--- config.mk ---
export PLATFORM = sky130hd
export DESIGN_NAME = prog_memory
export DESIGN_NICKNAME = d
export VERILOG_FILES = /design/src/rtl/prog_memory.sv
export SDC_FILE = /design/constraint.sdc
export NUM_CORES = 2
export LEC_CHECK = 0
export CAP_MARGIN = 20
export CORE_UTILIZATION = 55
export CTS_CLUSTER_DIAMETER = 40
export CTS_CLUSTER_SIZE = 10
export DETAILED_ROUTE_END_ITERATION = 6
export PLACE_DENSITY = 0.68
export SKIP_CTS_REPAIR_TIMING = 1
export SYNTH_ARGS = -nofsm -noshare
export SYNTH_HDL_FRONTEND = slang
export SYNTH_SLANG_ARGS = --single-unit
--- constraint.sdc ---
create_clock -name clk -period 6.35 [get_ports clk]
set_clock_uncertainty 0.15 [all_clocks]
set_input_delay 1.27 -clock clk [delete_from_list [all_inputs] [get_ports clk]]
set_output_delay 1.27 -clock clk [all_outputs]
set_load 0.1 [all_outputs]
--- src/rtl/prog_memory.sv ---
// Program memory with a burst loader, a 1-cycle registered fetch port and a
// registered debug mirror of a single fixed word.
// The loader is a three-state FSM (IDLE -> LOAD -> DONE -> IDLE).
// Fetches are only served while the loader is idle.
// Both read ports return pre-write contents when a word is read and written
// in the same cycle.
module prog_memory #(
    parameter int DATA_W     = 16,
    parameter int ADDR_W     = 8,
    parameter int DEBUG_ADDR = 1
) (
    input  logic              clk,
    input  logic              reset,
    input  logic              load_start,
    input  logic [ADDR_W-1:0] load_base,
    input  logic [ADDR_W-1:0] load_len,
    input  logic              load_valid,
    input  logic [DATA_W-1:0] load_data,
    output logic              load_ready,
    output logic              load_done,
    output logic              loading,
    input  logic              fetch_en,
    input  logic [ADDR_W-1:0] fetch_addr,
    output logic [DATA_W-1:0] fetch_data,
    output logic              fetch_valid,
    output logic [DATA_W-1:0] debug_data
);

    localparam int                DEPTH  = 2 ** ADDR_W;
    localparam logic [ADDR_W-1:0] DBG_A  = ADDR_W'(DEBUG_ADDR);
    localparam logic [ADDR_W:0]   REM_ONE = (ADDR_W + 1)'(1);
    localparam logic [ADDR_W:0]   REM_FULL = {1'b1, {ADDR_W{1'b0}}};

    typedef enum logic [1:0] {
        ST_IDLE = 2'd0,
        ST_LOAD = 2'd1,
        ST_DONE = 2'd2
    } state_t;

    state_t              state_q, state_d;
    logic [ADDR_W-1:0]   ptr_q, ptr_d;
    // One extra bit so a full-depth burst (load_len == 0) is representable.
    logic [ADDR_W:0]     rem_q, rem_d;

    logic [DATA_W-1:0]   mem_q [DEPTH];
    logic [DATA_W-1:0]   fetch_data_q;
    logic                fetch_valid_q;
    logic [DATA_W-1:0]   debug_data_q;

    logic                accept;
    logic                fetch_go;

    // A word is accepted only while in LOAD; an aborted burst (reset) stops writes at once.
    assign accept   = (state_q == ST_LOAD) && load_valid;
    assign fetch_go = fetch_en && (state_q == ST_IDLE);

    assign load_ready  = (state_q == ST_LOAD);
    assign loading     = (state_q == ST_LOAD);
    assign load_done   = (state_q == ST_DONE);
    assign fetch_data  = fetch_data_q;
    assign fetch_valid = fetch_valid_q;
    assign debug_data  = debug_data_q;

    // Loader state, write pointer and remaining-word count.
    always_ff @(posedge clk or posedge reset) begin
        if (reset) begin
            state_q <= ST_IDLE;
            ptr_q   <= '0;
            rem_q   <= '0;
        end else begin
            state_q <= state_d;
            ptr_q   <= ptr_d;
            rem_q   <= rem_d;
        end
    end

    // Loader next-state logic: start latches the burst, accepts advance it.
    always_comb begin
        state_d = state_q;
        ptr_d   = ptr_q;
        rem_d   = rem_q;
        unique case (state_q)
            ST_IDLE: begin
                if (load_start) begin
                    state_d = ST_LOAD;
                    ptr_d   = load_base;
                    rem_d   = (load_len == '0) ? REM_FULL : {1'b0, load_len};
                end
            end
            ST_LOAD: begin
                if (accept) begin
                    ptr_d = ptr_q + ADDR_W'(1);
                    rem_d = rem_q - REM_ONE;
                    if (rem_q == REM_ONE) begin
                        state_d = ST_DONE;
                    end
                end
            end
            ST_DONE: begin
                state_d = ST_IDLE;
            end
            default: begin
                state_d = ST_IDLE;
            end
        endcase
    end

    // Storage array; deliberately not reset so loaded code survives a reset.
    always_ff @(posedge clk) begin
        if (accept) begin
            mem_q[ptr_q] <= load_data;
        end
    end

    // Registered fetch port; fetches during LOAD/DONE are dropped and data holds.
    always_ff @(posedge clk or posedge reset) begin
        if (reset) begin
            fetch_valid_q <= 1'b0;
            fetch_data_q  <= '0;
        end else begin
            fetch_valid_q <= fetch_go;
            if (fetch_go) begin
                fetch_data_q <= mem_q[fetch_addr];
            end
        end
    end

    // Debug mirror of the fixed word, refreshed every cycle.
    always_ff @(posedge clk or posedge reset) begin
        if (reset) begin
            debug_data_q <= '0;
        end else begin
            debug_data_q <= mem_q[DBG_A];
        end
    end

endmodule

Word-level counts from Yosys, hierarchy flattened
Memory sizes are Yosys's and may differ from the RTL's. A register that Yosys moved wholly into a read port is not among the register bits.
Index checks and enable logic that the tools add are counted.
- memory bits (writable): 4096
- memories kept: 1
- latch bits: 0
- output and inout bits: 36
- ROM bits: 0
- word-level logic and storage cells: 33
- register bits: 20
- div/mod/pow operators: 0
- bitwise operators: 0
- reduce and logical (&&, ||, !) cells: 7
- $lt $le $gt $ge: 0
- $mul: 0
- add/subtract/negate cells: 2
- equality and inequality tests: 6
- shift operators: 0
- muxes and demuxes: 13
- memory list (memory ; words ; width ; read ports ; clocked after Yosys merged registers in ; write ports ; RTL line ; source):
    mem_q ; 256 ; 16 ; 2 ; 2 ; 1 ; 45 ; logic [DATA_W-1:0] mem_q [DEPTH];
- operators with widths (kind ; count):
    $mux W9 ; 3
    $pmux W9 S2 ; 1
    $mux W8 ; 2
    $pmux W8 S2 ; 1
    $eq A9 B1 Y1 const B ; 1
    $sub A9 B1 Y9 const B ; 1
    $add A8 B1 Y8 const B ; 1
    $logic_not A8 Y1 ; 1
    $mux W2 ; 3
    $reduce_and A3 Y1 ; 2
    $ne A2 B1 Y1 const B ; 2
    $pmux W2 S2 ; 1
    $eq A2 B1 Y1 const B ; 1
    $eq A2 B2 Y1 const B ; 1
    $logic_and A1 B1 Y1 ; 2
    $logic_not A2 Y1 ; 1
    $mux W1 ; 2
    $ne A2 B2 Y1 const B ; 1
    $reduce_bool A2 Y1 ; 1

Depth between registers and ports, before layout
- word-level depth: 4
- mapped depth: 13
- mapped depth without buffers: 8

Least setup slack after synthesis
No wires, ideal clock.
- kind: register to output
- start: register state_q[0]
- end: output load_done
- arrival: 2.128 ns
- path slack: 2.802 ns
- cell stages (with the launch flop): 4
- required time: 4.930 ns
- cells stage by stage: dfrtp_1 clkbuf_1 clkbuf_1 nor2b_1
- cells in the longest elaborated chain, start to end: 1
- RTL lines (element ; RTL line ; source):
    from (decl) ; 40 ; state_t state_q, state_d;
    from (signal assigned) ; 71 ; state_q <= state_d;
    $eq A2 B2 Y1 ; 59 ; assign load_done = (state_q == ST_DONE);
    to (decl) ; 20 ; output logic load_done,
No other way between the ends.

Final worst setup path
- start: register state_q[0]
- end: output load_ready
- cells in the longest elaborated chain, start to end: 1
- RTL lines (element ; RTL line ; source):
    $eq A2 B1 Y1 ; 57 ; assign load_ready = (state_q == ST_LOAD);
    to (decl) ; 19 ; output logic load_ready,
No other way between the ends.

==> summary.txt <==
Status
  – Outcome: finished clean

STA
  – RSZ-0062 raised after global routing: no
  – Max-slew violations: 0
  – Setup TNS: 0 ns
  – Slew margin rel.: between 10% and 20%
  – Worst Tran Pin Value: about 1.2 ns
  – Final period util: between 80% and 90%
  – Tmin final: ~5.4 ns
  – Fmax: 186 MHz
  – Hold Fails Final Rpt: 0
  – Endpoints failing setup: 0

Synth
  – Syn Nets: 7587
  – Top post-synthesis cells by area: edfxtp_1 (77%), mux4_2 (12%), mux2i_1 (3.2%)
  – FFs w/ async S/R, synth: under 10%
  – Number of flops mapped to enable cells by yosys: roughly 4100
  – Seq/Total Area, Yosys: 77.7%
  – Synth Register Bits: 4148
  – Adder-Cell Fraction of Synth Area: 0.0469%
  – Simple-gate share of the synthesized area: between 2 and 2.5%
  – Synth Flop Type: edfxtp_1
  – Cell count after synthesis: about 7500
  – Largest family of logic cells by synthesized area: multiplexers
  – Compound-cell area share of the yosys netlist: between 3 and 4%
  – Mux share of post-synthesis cell area: between 10 and 15%
  – XOR/XNOR Fraction of Synth Area: 0%
  – Post-synth top area share: approximately three quarters
  – Syn avg cell area: about 21 um2
  – Synthesized cell area: around 0.16 mm2
  – Yosys Warn Count: 0
  – Area leader, netlist: edfxtp_1
  – Library cells used by synthesis: 62

Routing
  – DRC Markers: 0
  – Drt pass-1 iters: 6
  – Post-route ant nets: 0
  – Drt wl/cell: between 30 and 40 um
  – DR iter-0 viols: ~12000
  – DR vias: 81900
  – Vias per inst: about 6.6
  – Total Wirelength: 426000 um

Power and ir drop
  – P per Cell Area: approximately 340 mW/mm2
  – Sw frac: a little under a quarter
  – Leak: 59.5 nW
  – Sw power: about 15 mW
  – Cell Int Power: 48.9 mW
  – Share of total power in combinational logic: between 6 and 7%
  – Peak supply drop: around 0.31 mV
  – Clk pwr share: 45.0%
  – Seq pwr share: about half

Layout
  – Final net count: ~8300
  – P&R area growth vs syn: 15.1%
  – Layout cell share with drive strength beyond 1: 24.6%
  – Non-filler cells, final: 12400

Clock tree
  – TritonCTS Buffers: ~540
  – CTS tree: built
  – Clock root buffer: clkbuf_16
  – Clock Sinks: 4148
  – Clk_lat worst skew: 1.03 ns
  – Clock-pin transition on the worst setup and hold timing paths: approximately 0.050 ns
  – # H-tree levels: 6
  – Clk buf depth: 4

Die
  – Core area: between 0.2 and 0.3 mm2
  – Die ar.: a little under 0.3 mm2
  – Starting density of the core: a little under three fifths
  – # IOs: just over 80
  – Cell row count: approximately 200
  – Chip Width: approximately 540 um
  – Chip Height: roughly 540 um

Hold path
  – Worst min path class: reg2reg
  – Min-delay src: mem_q[1][13]
  – Worst hold endpoint: debug_data[13]
  – Hold depth: 0

Setup path
  – Flop-to-flop setup slack: ~1.2 ns
  – Worst EP required: roughly 4.9 ns
  – Worst R2R End: mem_q[56][0]
  – Arrival time worst endpoint: 3.97 ns
  – Worst r2r src: state_q[0]
  – Crit Path Class: reg2out
  – R2R cell count: 8
  – Worst-path fanout max: 32
  – Crit start category: flop
  – CP endpoint kind: output pin

Global route
  – Largest net degree at the start of global routing: around 170
  – Grt ovf: 0
  – First-pass GRT wire length: between 600000 and 700000 um
  – Initial antenna violation count: 13
  – Vias in the first global route: 81200
  – GRT Util Overall: 29.1%

Placed design
  – Final RePlAce weighted congestion: just over 0.9
  – Hpwl dp: 254000 um
  – Input/output buffers: 80
  – Placed Instances: between 10000 and 15000

Job
  – Max Cap Violations: 0
==> through the flow <==
step | hold WS (ns) | total power, mW | cell area, um2 | worst slack, ns | utilization, %
final | 0.219 | 63.4 | 184000 | 0.964 | 63.8
after global routing | 0.232 | 64.9 | 184000 | 0.778 | 63.8
after CTS | 0.225 | 63.7 | 184000 | 0.956 | 63.8
after detailed placement | 0.213 | 35.3 | 167000 | 0.317 | 58.0
after global placement | 0.215 | 35.2 | 167000 | 0.157 | 57.9
after floorplan | 0.205 | 33.4 | 160000 | 2.80 | -
==> worst max-delay path: stages (launching register included) <==
cell and delay [ns]:
dfrtp_1 0.92, nand2b_1 0.50, clkinv_1 0.35, clkdlybuf4s50_1 1.19
==> how the worst max path moves through the flow <==
| stage | to | cells past startpoint | from | slack (ns) |
|---|---|---|---|---|
| after floorplan | load_done | 3 | state_q[0] | 2.80 |
| after global placement | fetch_data[0] | 8 | fetch_addr[6] | 0.16 |
| after detailed placement | fetch_data[12] | 8 | fetch_addr[6] | 0.32 |
| after CTS | load_ready | 3 | state_q[0] | 0.96 |
| after global routing | load_ready | 3 | state_q[0] | 0.78 |
| final | load_ready | 3 | state_q[0] | 0.96 |
==> Yosys cell counts (23+ instances only) <==
cell and n:
a211oi_1 50, nor4_1 40, buf_4 38, a2111oi_0 27
nor3_1 69, edfxtp_1 4096, buf_2 104, clkbuf_1 173
o22ai_1 233, dfrtp_1 52, o221ai_1 90, nand2_1 234
mux2i_1 513, nand3_1 44, nor2_1 331, o21ai_0 88
a22oi_1 37, mux4_2 818, a21oi_1 124, a22o_1 23
buf_8 37, buf_6 56
==> final cells by class <==
| type | count | area [um2] |
|---|---|---|
| clock buffer | 640 | 14100 |
| tap | 3880 | 4850 |
| inverter | 11 | 48.8 |
| timing repair buffer | 566 | 5310 |
| sequential | 4148 | 124000 |
| antenna | 9 | 22.5 |
| multi-input combinational | 2939 | 32800 |
| fill | 18900 | 104000 |
| clock inverter | 210 | 2720 |
==> registers in the layout, indices dropped and copies added (netlist names) <==
name         cells
rem_q            9
debug_data      16
fetch_data      16
state_q          2
fetch_valid      1
ptr_q            8
mem_q         4096
==> kinds of logic (layout without fill, tap and decap cells) <==
family          after synthesis  in the layout
flops                      4148           4148
mux                        1347           1347
simple gates                807            807
compound gates              779            779
buf+inv                     449           1427
fa+ha+maj                     6              6
other cells                   0              9
==> routing by layer <==
layer	vias to the layer above	track usage, %	wire length (um)
li1	33000	-	-
met1	43300	40.9	162000
met2	4900	45.0	200000
met3	769	6.25	45200
met4	4	11.8	19300
met5	-	0	22
==> power by group through the flow <==
stage | Clock [mW] | Sequential (mW) | Combinational (mW)
after floorplan | 0 | 31.5 | 1.94
after global placement | 0 | 31.3 | 3.95
after detailed placement | 0 | 31.3 | 4.01
after CTS | 28.9 | 30.8 | 4.03
after global routing | 29.9 | 30.8 | 4.20
final | 28.6 | 30.8 | 4.05
==> layout by cell type, fill, tap and decap left out, drive strengths merged, types with 90 or more instances in the layout <==
cell | synthesis | routed
o221ai | 90 | 90
a21oi | 124 | 124
o22ai | 233 | 233
o21ai | 91 | 91
clkbuf | 173 | 643
edfxtp | 4096 | 4096
nor2 | 331 | 331
nand2 | 234 | 234
mux2i | 513 | 513
buf | 265 | 511
mux4 | 824 | 824
clkinv | 1 | 136
Power figures use the tool's default switching activity.
